<file path="src/rtl/ctb_count_monitor.sv">
// Receive-side monitor for the odd/even counter: captures each count on tick fall, checks the +2 stepping rule,
// and drives a 2-digit multiplexed active-low 7-segment display. Optional watchdog: CTB_MON_STALL_DETECT_EN.
module ctb_count_monitor #(
  parameter int REFRESH_W = 16
`ifdef CTB_MON_STALL_DETECT_EN
  , parameter int STALL_CYCLES = 150000000
`endif
) (
  input  logic       clk,
  input  logic       clr,
  input  logic       tick,
  input  logic [3:0] q_in,
  input  logic       m,
  output logic [6:0] seg,
  output logic [1:0] an,
  output logic [3:0] disp_val,
  output logic       err_pulse,
  output logic       err,
  output logic [7:0] err_cnt,
  output logic       stall
);

  localparam logic [REFRESH_W-1:0] RC_ONE = {{(REFRESH_W-1){1'b0}}, 1'b1};

  logic                 r_t1, r_t2, r_t3, r_ev, r_cap_v;
  logic [3:0]           r_q_cap, r_prev;
  logic                 r_m_cap, r_m_prev, r_primed, r_cap_resync;
  logic [REFRESH_W-1:0] r_rc;
  logic                 w_stall;
  logic                 w_fail;
  logic                 w_tens;
  logic [3:0]           w_ones;

  // A capture is only judged against history when the mode is unchanged and no stall intervened.
  assign w_fail = r_primed && (r_m_cap == r_m_prev) && !r_cap_resync &&
                  ((r_q_cap != r_prev + 4'd2) || (r_q_cap[0] != r_m_cap));

  always_ff @(posedge clk) begin
    if (clr) begin
      r_t1         <= 1'b0;
      r_t2         <= 1'b0;
      r_t3         <= 1'b0;
      r_ev         <= 1'b0;
      r_cap_v      <= 1'b0;
      r_q_cap      <= 4'd0;
      r_m_cap      <= 1'b0;
      r_cap_resync <= 1'b0;
      r_prev       <= 4'd0;
      r_m_prev     <= 1'b0;
      r_primed     <= 1'b0;
      disp_val     <= 4'd0;
      err_pulse    <= 1'b0;
      err          <= 1'b0;
      err_cnt      <= 8'd0;
    end else begin
      r_t1      <= tick;
      r_t2      <= r_t1;
      r_t3      <= r_t2;
      r_ev      <= r_t3 & ~r_t2;
      r_cap_v   <= r_ev;
      err_pulse <= 1'b0;
      if (r_ev) begin
        r_q_cap      <= q_in;
        r_m_cap      <= m;
        disp_val     <= q_in;
        r_cap_resync <= w_stall;
      end
      if (r_cap_v) begin
        if (w_fail) begin
          err_pulse <= 1'b1;
          err       <= 1'b1;
          if (err_cnt != 8'hFF) err_cnt <= err_cnt + 8'd1;
        end
        r_prev   <= r_q_cap;
        r_m_prev <= r_m_cap;
        r_primed <= 1'b1;
      end
    end
  end

`ifdef CTB_MON_STALL_DETECT_EN
  localparam logic [27:0] WD_LIM = 28'(STALL_CYCLES);
  logic [27:0] r_wd;
  logic        r_stall;

  // Watchdog saturates at the limit so a long outage never wraps back to "healthy".
  always_ff @(posedge clk) begin
    if (clr) begin
      r_wd    <= 28'd0;
      r_stall <= 1'b0;
    end else if (r_ev) begin
      r_wd    <= 28'd0;
      r_stall <= 1'b0;
    end else begin
      if (r_wd < WD_LIM) r_wd <= r_wd + 28'd1;
      if (r_wd >= WD_LIM - 28'd1) r_stall <= 1'b1;
    end
  end

  assign w_stall = r_stall;
`else
  assign w_stall = 1'b0;
`endif

  assign stall = w_stall;

  function automatic logic [6:0] seg7(input logic [3:0] d);
    logic [6:0] p;
    p = 7'h7F;
    case (d)
      4'd0: p = 7'h40;
      4'd1: p = 7'h79;
      4'd2: p = 7'h24;
      4'd3: p = 7'h30;
      4'd4: p = 7'h19;
      4'd5: p = 7'h12;
      4'd6: p = 7'h02;
      4'd7: p = 7'h78;
      4'd8: p = 7'h00;
      4'd9: p = 7'h10;
      default: p = 7'h7F;
    endcase
    return p;
  endfunction

  assign w_tens = (disp_val >= 4'd10);
  assign w_ones = w_tens ? (disp_val - 4'd10) : disp_val;

  // Tens digit is blanked rather than showing a leading zero.
  always_ff @(posedge clk) begin
    if (clr) begin
      r_rc <= '0;
      seg  <= 7'h7F;
      an   <= 2'b11;
    end else begin
      r_rc <= r_rc + RC_ONE;
      if (r_rc[REFRESH_W-1]) begin
        an  <= 2'b01;
        seg <= w_tens ? seg7(4'd1) : 7'h7F;
      end else begin
        an  <= 2'b10;
        seg <= seg7(w_ones);
      end
    end
  end

endmodule

</file>
<file path="config.mk">
export PLATFORM = sky130hd
export DESIGN_NAME = ctb_count_monitor
export DESIGN_NICKNAME = d
export VERILOG_FILES = /design/src/rtl/ctb_count_monitor.sv
export SDC_FILE = /design/constraint.sdc
export NUM_CORES = 1
export LEC_CHECK = 0
export BUFFER_PORTS_ARGS = -buffer_cell sky130_fd_sc_hd__buf_2
export CAP_MARGIN = 20
export CORE_MARGIN = 4
export CORE_UTILIZATION = 50
export DETAILED_ROUTE_END_ITERATION = 12
export PLACE_DENSITY = 0.71
export SLEW_MARGIN = 20
export SYNTH_ARGS = -nofsm -noshare
export SYNTH_HDL_FRONTEND = slang
export SYNTH_SLANG_ARGS = --single-unit
</file>
<file path="constraint.sdc">
create_clock -name clk -period 2.4 [get_ports clk]
set_input_delay 0.12 -clock clk [delete_from_list [all_inputs] [get_ports clk]]
set_output_delay 0.12 -clock clk [all_outputs]
set_load 0.02 [all_outputs]
</file>
* Yosys cells after proc, flatten, opt, wreduce, memory -nomap -nowiden
Memory sizes are Yosys's and may differ from the RTL's.
Index checks and enable logic that the tools add are counted.
** Cells by class
- Add/subtract/negate cells :: 4
- Magnitude comparators :: 1
- Equal/unequal tests :: 4
- Muxes and demuxes :: 5
- Bitwise operators :: 3
- Reduce and logical (&&, ||, !) cells :: 6
** Operators by type and width (count)
- 16-bit by 1-bit adder with 16-bit output, second input constant :: 1
- 8-bit by 1-bit adder with 8-bit output, second input constant :: 1
- 8-bit != test, second input constant :: 1
- 7-bit 2-to-1 mux :: 1
- 4-bit by 2-bit adder with 4-bit output, second input constant :: 1
- 4-bit greater-or-equal comparator, second input constant :: 1
- 4-bit 2-to-1 mux :: 1
- 4-bit != test :: 1
- 4-bit subtractor, second input constant :: 1
- 3-bit 2-to-1 mux :: 1
- 3-bit AND reduction :: 1
- 1-bit logical AND :: 2
- 2-bit 2-to-1 mux :: 1
- 1-bit inverter :: 2
- 2-bit AND reduction :: 1
- 2-bit OR reduction :: 1
- 1-bit AND :: 1
- 1-bit equality test :: 1
- 1-bit logical OR :: 1
- 1-bit 2-to-1 mux :: 1
- 1-bit != test :: 1
** Word-level totals
- Flip-flop bits (word level) :: 51
- Bits in read-only memories :: 112
- Input bits :: 8
- Memories :: 1
** Memory list
- (name not given) :: words 16, bits a word 7, read ports 1, clocked after memory_dff 0, write ports 0, line 110 : case (d)

* Longest topological paths before layout
- Depth in word-level cells :: 5
- Depth in mapped cells :: 8

* Worst setup path before layout
Ideal clock, no wire load.
- Path type :: flip-flop to flip-flop
- From :: register r_q_cap[0]
- To :: register err_cnt[7]
- Setup time :: 121 ps
- Arrival time :: 1751 ps
- Required time :: 2279 ps
- Slack :: 529 ps
- Stages on the path, launching flop included :: 8
- Period minus slack after synthesis :: 1871 ps
- Path through :: dfxtp_1 -> buf_2 -> xor2_1 -> nor4_2 -> and2_0 -> buf_2 -> nor4_1 -> mux2_2
** Between the ends
- Longest elaborated chain between the ends :: 4
** Ends and longest elaborated chain
- start, declared :: line 26 : logic [3:0] r_q_cap, r_prev;
- start signal, assigned :: line 63 : r_q_cap <= q_in;
- 4-bit != test / 1-bit != test (equally long branches) :: line 36 : ((r_q_cap != r_prev + 4'd2) || (r_q_cap[0] != r_m_cap));
- 1-bit logical OR (*) :: line 36
- 1-bit logical AND (*) :: line 35 : assign w_fail = r_primed && (r_m_cap == r_m_prev) && !r_cap_resync &&
- 3-bit AND reduction (no line) (*)
- end signal, assigned :: line 72 : if (err_cnt != 8'hFF) err_cnt <= err_cnt + 8'd1;
- end, declared :: line 19 : output logic [7:0] err_cnt,
Every way passes the cells marked *; elsewhere a longest branch is shown, timed or not.
A chain may end at the register's enable or synchronous reset.

* Worst setup path after layout
- From :: register r_prev[1]
- To :: register err_cnt[3]
** Between the ends
- Longest elaborated chain between the ends :: 5
** Ends and longest elaborated chain
- start, declared :: line 26
- start signal, assigned :: line 74 : r_prev <= r_q_cap;
- 4-bit by 2-bit adder with 4-bit output :: line 36
- 4-bit != test :: line 36
- 1-bit logical OR :: line 36
- 1-bit logical AND :: line 35
- 3-bit AND reduction (no line)
Every way passes these cells.

==> metrics.md <==
| Metric | Value |
|---|---|
| Worst r2r src | r_prev[1]$_SDFFE_PP0P_ |
| Vias per cell | 5.13 |
| Final Total Pwr | 1.53 mW |
| Crit path launch | r_prev[1]$_SDFFE_PP0P_ |
| Startpoint Class | register |
| Routed WL | 3.79 mm |
| TritonCTS clock tree | done |
| Final ANT Viol Nets | 0 |
| Number of synthesized flops with an enable pin | 0 |
| Final hold viol count | 0 |
| Fill cells | 376 |
| Fraction of the mapped netlist area in compound gates | 0.0913 |
| R2r setup slk | 370 ps |
| RSZ-0062 raised after global routing | false |
| Vias in the first global route | 1513 |
| DRC | 0 |
| Via Count | 1636 |
| Syn. warnings | 0 |
| Layout cells sized above 1 | 0.164 |
| Syn_nets | 258 |
| Fin Clk Skew | 6.23 ps |
| Die height | 74.2 um |
| Detailed router's first-iteration violation count | 90 |
| Sequential fraction of the synthesis area | 0.465 |
| Post-Place Cell Area | 0.00235 mm^2 |
| Asr flop ratio synth | 0 |
| Combinational share of power | 0.042 |
| XOR/XNOR Fraction of Synth Area | 0.0793 |
| Clk root buf | clkbuf_8 |
| Design area | 0.00246 mm^2 |
| H-tree depth | 2 |
| Worst-skew pair later-pin latency | 290 ps |
| GRT Total Usage | 0.151 |
| Initial antenna violation count | 0 |
| Psw | 0.310 mW |
| Post-synth top area share | 0.465 |
| Gate count after technology mapping | 243 |
| Largest fanout on the critical path | 7 |
| Number of max-cap violations | 0 |
| CTS Hold Bufs | 0 |
| Required time worst endpoint | 2590 ps |
| Peak supply drop | 0.504 mV |
| Final slew viol count | 0 |
| Slew @ Worst Pin | 796 ps |
| Grt ovf | 0 |
| DIE WIDTH | 74.2 um |
| Clock network power share | 0.390 |
| Worst setup path endpoint | err_cnt[3]$_SDFFE_PP0P_ |
| Worst Hold Depth | 2 |
| First-pass GRT wire length | 6.57 mm |
| Core area | 0.00412 mm^2 |
| N_diodes | 0 |
| Internal Power | 1.22 mW |
| Post-CTS Setup Bufs | 0 |
| Worst R2R Path Depth | 6 |
| Endpoint class of the critical path | register |
| Area Growth Syn to Fin | 12.4% |
| Hold Crit Class | in2reg |
| CTS max path bufs | 2 |
| Min Tclk post-route | 2030 ps |
| Synth cell types | 43 |
| Avg Inst Size Synth | 9.03 um^2 |
| Top FF cell, synth | dfxtp_1 |
| Flop pwr share | 0.569 |
| Final setup viols | 0 |
| Post-DP HPWL | 2.71 mm |
| Leak | 1.02 nW |
| Initial cell density of the core | 0.533 |
| Top post-synthesis cells by area | dfxtp_1 (47%), nor2_1 (6.5%), mux2i_1 (4.6%) |
| Register Area | 0.00102 mm^2 |
| Core Rows | 23 |
| Net Sw Frac | 0.203 |
| Layout Utilization | 0.599 |
| Synth Register Bits | 51 |
| Wire per inst | 11.9 um |
| Mux contribution to synthesized area | 0.0559 |
| Largest family of logic cells by synthesized area | simple AND/OR/NAND/NOR gates |
| Final RePlAce weighted congestion | 0.711 |
| Largest net degree at the start of global routing | 48 |
| Power Density | 621 mW/mm^2 |
| Largest area contributor in the netlist | dfxtp_1 |
| Clock transition at path regs | 90 ps |
| Worst r2r dst | err_cnt[3]$_SDFFE_PP0P_ |
| Fin nets | 283 |
| Multi-input logic area | 0.00107 mm^2 |
| Status | finished clean |
| Period utilisation layout | 0.844 |
| DIE AREA | 0.00551 mm^2 |
| Adder-cell share of the synthesized area | 0.0399 |
| Drt pass-1 iters | 5 |
| Slew HR | 0.469 |
| Total CTS buffers | 5 |
| Simple-Gate Fraction of Synth Area | 0.221 |
| Synth Cell Area | 0.00219 mm^2 |
| Arrival @ worst endpoint | 2210 ps |
| Critical path class | reg2reg |
| Buffers on Ports | 30 |
| Setup TNS | 0 ps |
| I/O Pins | 32 |
| F_max | 493 MHz |
| Post-cts sizing count | 0 |
| Clock Sinks | 51 |
==> worst min path at each step <==
stage,to,slack (ps),start
2_1_floorplan,r_t1$_SDFF_PP0_,250,tick
5_1_grt,r_t1$_SDFF_PP0_,20,tick
3_5_place_dp,r_t1$_SDFF_PP0_,340,tick
3_3_place_gp,r_t1$_SDFF_PP0_,340,tick
4_1_cts,r_t1$_SDFF_PP0_,30,tick
6_report,r_t1$_SDFF_PP0_,40,tick
==> cells in the final DEF (no fill, tap or decap), types with 2 or more instances in the layout <==
cell type   n
xnor2_1     7
nor3_1      2
mux2i_1    10
a211oi_1    2
nor4_1      2
dfxtp_1    51
and4_1      2
a21oi_1    11
buf_2      30
nand3_1    13
a21o_1      3
xor2_1     11
clkbuf_8    6
nand3b_1    2
o21ai_0    11
ha_1        7
nor2_1     38
nand2b_1    2
and3_1      7
nor2b_1     7
inv_1       9
nand4_1     4
or3_1       3
nand2_1    10
==> cell families (layout without fill, tap and decap cells) <==
logic type,count (synthesis),count (layout)
simple gates,97,97
flops,51,51
compound gates,34,34
buf+inv,22,48
xor+xnor,19,19
mux,12,12
fa+ha+maj,7,7
other cells,1,1
==> worst max-delay path, cell delays in order (launching register included) <==
cell and delay (ps):
dfxtp_1 350, ha_1 310, xor2_1 150, nor4_2 380, a21oi_1 260, nand3_1 160
mux2_1 320
==> metrics by stage <==
step                hold WS, ps  instances  setup WS, ps
finish                     40.5        319           374
global route               19.1        319           183
CTS                        30.6        319           350
detailed placement          335        311           342
global placement            335        311           458
floorplan                   248        243           529
==> area by class of cell <==
type,instances,share of cell area
Sequential cell,51,0.414
Multi-Input combinational cell,170,0.435
Inverter,9,0.0137
Timing Repair Buffer,31,0.0640
Clock inverter,2,0.0142
Clock buffer,6,0.0335
Tap cell,50,0.0254
==> cell usage after synthesis, types with 2 or more instances <==
cell       n
and4_1     2
mux2i_1   10
a211oi_1   2
xnor2_1    7
dfxtp_1   51
o21ai_0   11
nor2_1    38
nand3_1   13
ha_1       7
inv_1      9
nor2b_1    7
buf_2      5
a21oi_1   11
xor2_1    11
nand2_1   10
nand2b_1   2
a21o_1     3
or3_1      3
nand4_1    4
nor3_1     2
nand3b_1   2
clkbuf_1   5
nor4_1     2
and3_1     7
==> sequential cells by signal (all words and copies together) (netlist names) <==
name	flops
r_q_cap	4
r_prev	4
an	2
err	1
r_cap_v	1
r_t1	1
r_m_cap	1
seg	7
r_t2	1
err_pulse	1
err_cnt	8
r_m_prev	1
r_ev	1
r_t3	1
r_rc	16
r_primed	1
==> power by group through the flow <==
stage | registers, mW | logic (mW) | clock network (mW)
floorplan | 0.898 | 0.0383 | 0
global placement | 0.891 | 0.0637 | 0
detailed placement | 0.891 | 0.0647 | 0
CTS | 0.871 | 0.0647 | 0.617
global route | 0.873 | 0.0721 | 0.649
finish | 0.871 | 0.0637 | 0.597
==> metal layers <==
layer / global-route usage / vias up / wire [um] / share of wire
met5: 0 / - / 0 / 0
met3: 0.0365 / 5 / 156 / 0.041
li1: - / 872 / - / -
met1: 0.199 / 735 / 1910 / 0.50
met4: 0.0474 / 0 / 40 / 0.011
met2: 0.245 / 24 / 1680 / 0.44
Note: power is estimated with default switching activity, not from simulation.
